`config.mk`:
```
export PLATFORM = sky130hd
export DESIGN_NAME = led_key_accum
export DESIGN_NICKNAME = d
export VERILOG_FILES = /design/src/rtl/led_key_accum.sv
export SDC_FILE = /design/constraint.sdc
export NUM_CORES = 1
export LEC_CHECK = 0
export CAP_MARGIN = 20
export CORE_ASPECT_RATIO = 0.6
export CORE_MARGIN = 2
export CORE_UTILIZATION = 59
export DETAILED_ROUTE_END_ITERATION = 12
export PLACE_DENSITY_LB_ADDON = 0.05
export SETUP_SLACK_MARGIN = 0.02
export SLEW_MARGIN = 5
export SYNTH_ARGS = -nofsm -noshare
export SYNTH_HDL_FRONTEND = slang
export SYNTH_SLANG_ARGS = --single-unit
```
`constraint.sdc`:
```
create_clock -name clk -period 2.4 [get_ports clk]
set_input_delay 0.24 -clock clk [delete_from_list [all_inputs] [get_ports clk]]
set_output_delay 0.24 -clock clk [all_outputs]
set_load 0.05 [all_outputs]
```
`src/rtl/led_key_accum.sv`:
```
// Key-driven LED accumulator: synchronised, debounced keys latch sticky presses
// that are folded into an LED_W-bit accumulator on each prescaler tick.

module led_key_lane #(
  parameter int DEB_CYC = 16
) (
  input  logic clk,
  input  logic reset,
  input  logic key,
  output logic rise
);
  localparam int CW = (DEB_CYC > 1) ? $clog2(DEB_CYC) : 1;

  logic          s1, s2, deb, deb_q;
  logic [CW-1:0] cnt;

  // cnt holds consecutive cycles that s2 has disagreed with deb
  always_ff @(posedge clk or negedge reset) begin
    if (!reset) begin
      s1    <= 1'b0;
      s2    <= 1'b0;
      deb   <= 1'b0;
      deb_q <= 1'b0;
      cnt   <= '0;
    end else begin
      s1    <= key;
      s2    <= s1;
      deb_q <= deb;
      if (s2 != deb) begin
        if (cnt == CW'(DEB_CYC - 1)) begin
          deb <= s2;
          cnt <= '0;
        end else begin
          cnt <= cnt + 1'b1;
        end
      end else begin
        cnt <= '0;
      end
    end
  end

  assign rise = deb & ~deb_q;
endmodule

module led_key_accum #(
  parameter int N_KEYS    = 4,
  parameter int LED_W     = 4,
  parameter int TICK_DIV  = 1600000,
  parameter int DEB_CYC   = 16,
  parameter int LED_ACT_L = 1
) (
  input  logic              clk,
  input  logic              reset,
  input  logic [N_KEYS-1:0] keys,
  input  logic [1:0]        mode,
  input  logic              clr,
  output logic [LED_W-1:0]  led,
  output logic              tick,
  output logic              ovf
);
  localparam int PW = $clog2(TICK_DIV);
  localparam logic [1:0] M_WRAP = 2'b00;
  localparam logic [1:0] M_SAT  = 2'b01;
  localparam logic [1:0] M_ROT  = 2'b10;
  localparam logic [LED_W-1:0] LED_OFF = (LED_ACT_L != 0) ? {LED_W{1'b1}} : {LED_W{1'b0}};

  logic [PW-1:0]     pcnt;
  logic [N_KEYS-1:0] rise, pending;
  logic [LED_W-1:0]  acc, rot;
  logic [LED_W:0]    sum;

  led_key_lane #(.DEB_CYC(DEB_CYC)) u_lane [N_KEYS-1:0] (
    .clk   (clk),
    .reset (reset),
    .key   (keys),
    .rise  (rise)
  );

  always_ff @(posedge clk or negedge reset) begin
    if (!reset) pcnt <= '0;
    else if (tick) pcnt <= '0;
    else pcnt <= pcnt + 1'b1;
  end

  assign tick = (pcnt == PW'(TICK_DIV - 1));
  assign sum  = {1'b0, acc} + {1'b0, LED_W'(pending)};
  // Shift-or form also covers LED_W == 1, where rotation is the identity
  assign rot  = (acc << 1) | (acc >> (LED_W - 1));

  always_ff @(posedge clk or negedge reset) begin
    if (!reset) begin
      pending <= '0;
      acc     <= '0;
      ovf     <= 1'b0;
      led     <= LED_OFF;
    end else if (clr) begin
      pending <= '0;
      acc     <= '0;
      ovf     <= 1'b0;
      led     <= LED_OFF;
    end else if (tick) begin
      // Edges arriving on the tick cycle survive into the next window
      pending <= rise;
      led     <= (LED_ACT_L != 0) ? ~acc : acc;
      case (mode)
        M_WRAP: begin
          acc <= sum[LED_W-1:0];
          if (sum[LED_W]) ovf <= 1'b1;
        end
        M_SAT: begin
          if (sum[LED_W]) begin
            acc <= '1;
            ovf <= 1'b1;
          end else begin
            acc <= sum[LED_W-1:0];
          end
        end
        M_ROT:   acc <= rot;
        default: acc <= acc;
      endcase
    end else begin
      pending <= pending | rise;
    end
  end
endmodule

```
==> impl_metrics.json <==
{
  "crit_type": "register to output port",
  "timing.rr.start": "pcnt[10]",
  "final_net_count": 323,
  "dp_hpwl_um": 3540,
  "row_count": 20,
  "async_flop_share_pct": 100,
  "rsz0062_at_grt": "yes",
  "num-fill-cells": 386,
  "grt_max_degree": 67,
  "first_pass_iters": 4,
  "netlist_area_sq_um": 2990,
  "vias": 1988,
  "grt_pass1_wl_um": 8580,
  "path_clk_slew_ps": 70,
  "fin_setup_tns_ps": -51.9,
  "antenna_found_initial": 0,
  "grt.overflow.total": 0,
  "synth_fp_nets": 293,
  "hold_viol": 0,
  "design.core.area_sq_um": 4980,
  "htreeDepth": 3,
  "die_h_um": 59.2,
  "start_util_pct": 60.1,
  "layout_setup_ws_ps": -51.9,
  "viasPerCell": 5.36,
  "synth_top_area_cell": "dfrtp_1",
  "gp_congestion": 0.817,
  "final-instance-count-excl-fill": 371,
  "power_density_nw_per_um2": 634,
  "die_width_um": 95.9,
  "worst-slew-pin-transition_ps": 790,
  "synth_seq_cells": 66,
  "wl_per_cell_um": 13.8,
  "hold_class": "primary input to async pin",
  "status": "finished with violations",
  "io_pins": 15,
  "violations": "negative setup slack",
  "endpoint_kind": "output port",
  "maxSlewViolCount": 0,
  "final_layout_size_suffix_gt1_share_pct": 13.1,
  "design.die.area_sq_um": 5670,
  "hold_ws_ps": 72.2,
  "clock_tree.root_cell": "clkbuf_8",
  "grt_pass1_vias": 1778,
  "synthCells": 271,
  "synth_flop_cell": "dfrtp_1",
  "worstRegToRegCells": 7,
  "synth.avg_cell_area_sq_um": 11.0,
  "syn_to_final_growth_pct": 16.1,
  "synth.top_cell.area_share_pct": 51.9,
  "clkSinkCount": 66,
  "antennaDiodeCount": 0,
  "track_usage_pct": 20.5,
  "critPathMaxFanout": 2,
  "drt_iter0_drc": 121,
  "ant_nets": 0,
  "critPathArrivalTime_ps": 2210,
  "totalWireLength_um": 5110,
  "ys_seq_area_share_pct": 55.4,
  "ys_warn_count": 0,
  "critical_path_required_ps": 2160,
  "cts_max_path_buffers": 2,
  "vdd_drop_max_v": 0.000602,
  "insertion_delay_ps": 330,
  "cts_tree": "done",
  "place.port_buffers": 14,
  "skew_ps": 5.69,
  "final_cell_mix": "dfrtp_1 (62), nor2_1 (28), a21oi_1 (20), xnor2_1 (19), nand2_1 (18)",
  "relSlewSlack_pct": 47.3,
  "yosysUniqueCellTypes": 44,
  "fin_crit_ps": 2450,
  "startpoint_type": "register",
  "cts_inserted_buffers": 9,
  "postLayoutCoreUtil_pct": 69.7,
  "setup_viol": 1,
  "maxCapViolations": 0,
  "synth_area_leaders": "dfrtp_1 (52%), xnor2_1 (5.6%), ha_1 (5.0%), a21oi_1 (3.5%), dfstp_2 (3.5%)",
  "rr_endpoint": "pending[1]",
  "dpl.cell_count": 353,
  "dp_slack_ps": 45.1,
  "leakage_nw": 1.59,
  "drc_errors": 0,
  "fmax_ghz": 0.408,
  "r2r_slack_ps": 70,
  "final_common_cell": "dfrtp_1",
  "synth_edf_count": 0,
  "post-route-period-util_pct": 102,
  "cts_hold_buf": 0
}
[cell families after synthesis]
logic type | after synthesis | share of synthesized area [%]
buf+inv | 18 | 3.05
compound gates | 44 | 9.03
simple gates | 97 | 16.8
fa+ha+maj | 13 | 5.69
flops | 66 | 55.4
mux | 5 | 1.84
xor+xnor | 28 | 8.20
[final cells by class]
| class | instances | area (sq um) | share of cell area [%] |
|---|---|---|---|
| Sequential cell | 66 | 1660 | 47.7 |
| Inverter | 13 | 53.8 | 1.55 |
| Timing Repair Buffer | 24 | 220 | 6.34 |
| Tap cell | 66 | 82.6 | 2.38 |
| Multi-Input combinational cell | 187 | 1260 | 36.2 |
| Clock buffer | 13 | 169 | 4.86 |
| Clock inverter | 2 | 35.0 | 1.01 |
[report_power, final]
part	internal, mW	switching [mW]	leakage, nW
clock	0.558	0.389	0.106
sequential	1.14	0.0196	0.865
combinational	0.0410	0.0572	0.623
[synth_stat cells, types with 2 or more instances]
cell type  number
dfrtp_1        62
nor2_1         28
a21oi_1        21
xnor2_1        19
nand2_1        18
nand3_1        14
ha_1           12
inv_1          12
nor2b_1         9
xor2_1          9
o21ai_0         8
dfstp_2         4
mux2_2          4
nand4b_1        4
o211ai_1        4
a221oi_1        3
and2_1          3
and3_1          3
nor3_1          3
nor3b_1         3
a21o_1          2
buf_6           2
nand4_1         2
o2111ai_1       2
[per-layer routing]
metal / GRT usage (%) / up-vias / wire, um
li1: - / 1005 / -
met1: 32.1 / 931 / 2770
met2: 26.5 / 41 / 1990
met3: 7.63 / 11 / 269
met4: 5.51 / 0 / 73
met5: 0 / - / 0
[what timing repair did]
action | 4_1_cts | 5_1_grt
resized for setup | 2 | 1
setup endpoints to repair | 1 | 7
cloned | 0 | 0
pin swaps | 3 | 2
setup buffers | 2 | 1
[critical path, cell delays in order, from the launching register on]
cell      delay (ps)
dfrtp_1          370
or4b_1           520
or4_4            430
or3_4            360
clkinv_4          70
buf_12           120
[worst max-delay path by stage]
stage | start | end | slack, ps | cells past startpoint
final | pcnt[10] | tick | -50 | 5
after global routing | pcnt[10] | tick | -100 | 5
after CTS | pcnt[18] | tick | -80 | 5
after detailed placement | pcnt[10] | pending[1] | 50 | 6
after global placement | pcnt[10] | pending[2] | 70 | 6
after floorplan | pcnt[10] | tick | 80 | 6
[flip-flops by register name (all words and copies together), names as in the netlist]
register / count
ovf: 1
u_lane.deb: 4
acc: 4
u_lane.s1: 4
u_lane.cnt: 16
u_lane.deb_q: 4
pending: 4
led: 4
u_lane.s2: 4
pcnt: 21
[through the flow]
stage | instance area (sq um) | power [mW]
floorplan | 2990 | 1.23
global placement | 3230 | 1.27
detailed placement | 3230 | 1.28
CTS | 3460 | 2.22
global route | 3470 | 2.28
finish | 3470 | 2.20
Power figures use the tool's default switching activity.
==> variant, RTL diff (same flow settings) <==
Register the output `led` once more, with the module's reset; this adds one clock of latency there. The other outputs are not delayed to match.
--- a/src/rtl/led_key_accum.sv
+++ b/src/rtl/led_key_accum.sv
@@ -64,6 +64,8 @@
   localparam logic [1:0] M_ROT  = 2'b10;
   localparam logic [LED_W-1:0] LED_OFF = (LED_ACT_L != 0) ? {LED_W{1'b1}} : {LED_W{1'b0}};
 
+  logic [LED_W-1:0] led_s0;
+
   logic [PW-1:0]     pcnt;
   logic [N_KEYS-1:0] rise, pending;
   logic [LED_W-1:0]  acc, rot;
@@ -92,16 +94,16 @@
       pending <= '0;
       acc     <= '0;
       ovf     <= 1'b0;
-      led     <= LED_OFF;
+      led_s0  <= LED_OFF;
     end else if (clr) begin
       pending <= '0;
       acc     <= '0;
       ovf     <= 1'b0;
-      led     <= LED_OFF;
+      led_s0  <= LED_OFF;
     end else if (tick) begin
       // Edges arriving on the tick cycle survive into the next window
       pending <= rise;
-      led     <= (LED_ACT_L != 0) ? ~acc : acc;
+      led_s0  <= (LED_ACT_L != 0) ? ~acc : acc;
       case (mode)
         M_WRAP: begin
           acc <= sum[LED_W-1:0];
@@ -122,5 +124,13 @@
       pending <= pending | rise;
     end
   end
+  always_ff @(posedge clk or negedge reset) begin
+    if (!reset) begin
+      led <= '0;
+    end else begin
+      led <= led_s0;
+    end
+  end
+
 endmodule
 
Check against the original RTL: not equivalent (a bounded check fails within 4 cycles, from zero or initial values and one cycle with reset low).
==> variant against the unedited design <==
The flow still finishes with violations (setup timing). Setup slack lost 53 ps. Clock skew grew 1.0 ps. Critical path depth is the same. Global-route usage grew 0.52 points. Register-to-register slack is essentially flat. Synthesized area grew 3.3%. Total power grew 7.7%. Wire length grew 2.8%. Sequential cell count grew 4. Sequential share of layout area grew 0.67 points. Cell area grew 4.6%. Critical path type unchanged.
==> variant: results <==
{
  "gr-usage-all-layers_pct": 21.0,
  "peakVddDrop_v": 0.000476,
  "grt_max_degree": 42,
  "pre_cts_slack_ps": 13.5,
  "fin_nets": 331,
  "fin_tns_setup_ps": -104,
  "totalWireLength_um": 5250,
  "wl_met2_um": 2190,
  "timing.rr.end": "led_s0[2]",
  "dpl_cell_area_sq_um": 3350,
  "whs_endpoint": "u_lane[3].s1",
  "r2r_slack_ps": 70,
  "num_vias": 2058,
  "ys_async_sr_fraction_pct": 100,
  "fillCellCount": 362,
  "failed_checks": "setup timing",
  "setup_slack_ps": -104,
  "drive_gt1_share_pct": 14.0,
  "dpl.hpwl_um": 3670,
  "fin_worst_skew_ps": 6.73,
  "r2r-start": "pcnt[17]",
  "setup_viol": 1,
  "wl_met3_um": 280,
  "synthTopCellsByCount": "dfrtp_1 (66), nor2_1 (28), a21oi_1 (21)",
  "worstHoldPathType": "in -> reg",
  "antenna_found_initial": 0,
  "globalplace.congestion": 0.851,
  "avgViaCountPerCell": 5.42,
  "slowest_stage": "or4b_1",
  "avgSynthCellArea_sq_um": 11.2,
  "slowest_delay_ps": 510,
  "drt_iter0_markers": 120,
  "timing.final.crit_share_pct": 104,
  "status": "complete, but fails checks",
  "worstSkewPairLatency_ps": 340,
  "tightest_slew_ps": 646,
  "syn-num-nets": 297,
  "critPathArrivalTime_ps": 2260,
  "antenna_cells": 0,
  "p_leak_nw": 1.66,
  "synth_area_leaders": "dfrtp_1 (53%), xnor2_1 (5.4%), ha_1 (4.9%), a21oi_1 (3.4%), dfstp_2 (3.4%)",
  "biggestRegsByFlops": "pcnt: 21 flops, u_lane.cnt: 16 flops",
  "dp_cells": 357,
  "holdWs_ps": 336,
  "grt_pass1_wl_um": 9370,
  "grt_pass1_vias": 2026,
  "ys_seq_area_share_pct": 56.8,
  "met1Wirelength_um": 2740,
  "clkTransAtPathRegs_ps": 70,
  "synthFlopType": "dfrtp_1",
  "drcViolationCount": 0
}
variant: cell count changes after synthesis:
cell | before | now
dfrtp_1 | 62 | 66
variant: kinds of logic after synthesis:
| logic type | Yosys count | share of synthesized area, % |
|---|---|---|
| and+or+nand+nor | 97 | 16.3 |
| adders and majority gates | 13 | 5.50 |
| DFF | 70 | 56.8 |
| xor gates and xnor gates | 28 | 7.93 |
| muxes | 5 | 1.78 |
| buffers and inverters | 18 | 2.95 |
| AOI/OAI and AO/OA | 44 | 8.74 |
variant: how the worst max path moves through the flow:
stage / start / to / cells after the start
2_1_floorplan: pcnt[10] / tick / 6
3_3_place_gp: pcnt[10] / tick / 5
3_5_place_dp: pcnt[10] / pcnt[20] / 6
4_1_cts: pcnt[10] / tick / 5
5_1_grt: pcnt[17] / tick / 5
6_report: pcnt[17] / tick / 5
variant: layer usage:
metal	global-route usage, %	vias to the layer above
li1	-	1018
met1	30.6	993
met2	30.2	42
met3	7.13	5
met4	6.55	0
met5	0	-
variant: power breakdown:
part	internal, mW	leakage (nW)	total (mW)	switching, mW
sequential	1.20	0.900	1.22	0.0196
clock	0.611	0.116	1.04	0.429
combinational	0.0463	0.648	0.108	0.0622
variant: worst max-delay path: cells and delay by family, from the launching register on:
kind | cells | cell delay [ps]
and+or+nand+nor | 3 | 1370
DFF | 1 | 380
buffers and inverters | 2 | 190
variant: what timing repair did:
item,4_1_cts,5_1_grt
gates cloned,0,0
hold buffers,1,0
buffers inserted,4,2
setup endpoints to repair,8,10
endpoints found under the hold margin,29,0
resized for setup,2,2
pin swaps,1,2
variant: cell type report:
class	count	area (sq um)	area share (%)
clock buffers	10	138	3.79
clock inverters	6	83.8	2.31
inverters	13	53.8	1.48
multi-input cells	187	1250	34.5
repair buffers	28	265	7.30
flip-flops and latches	70	1760	48.4
well taps	66	82.6	2.27
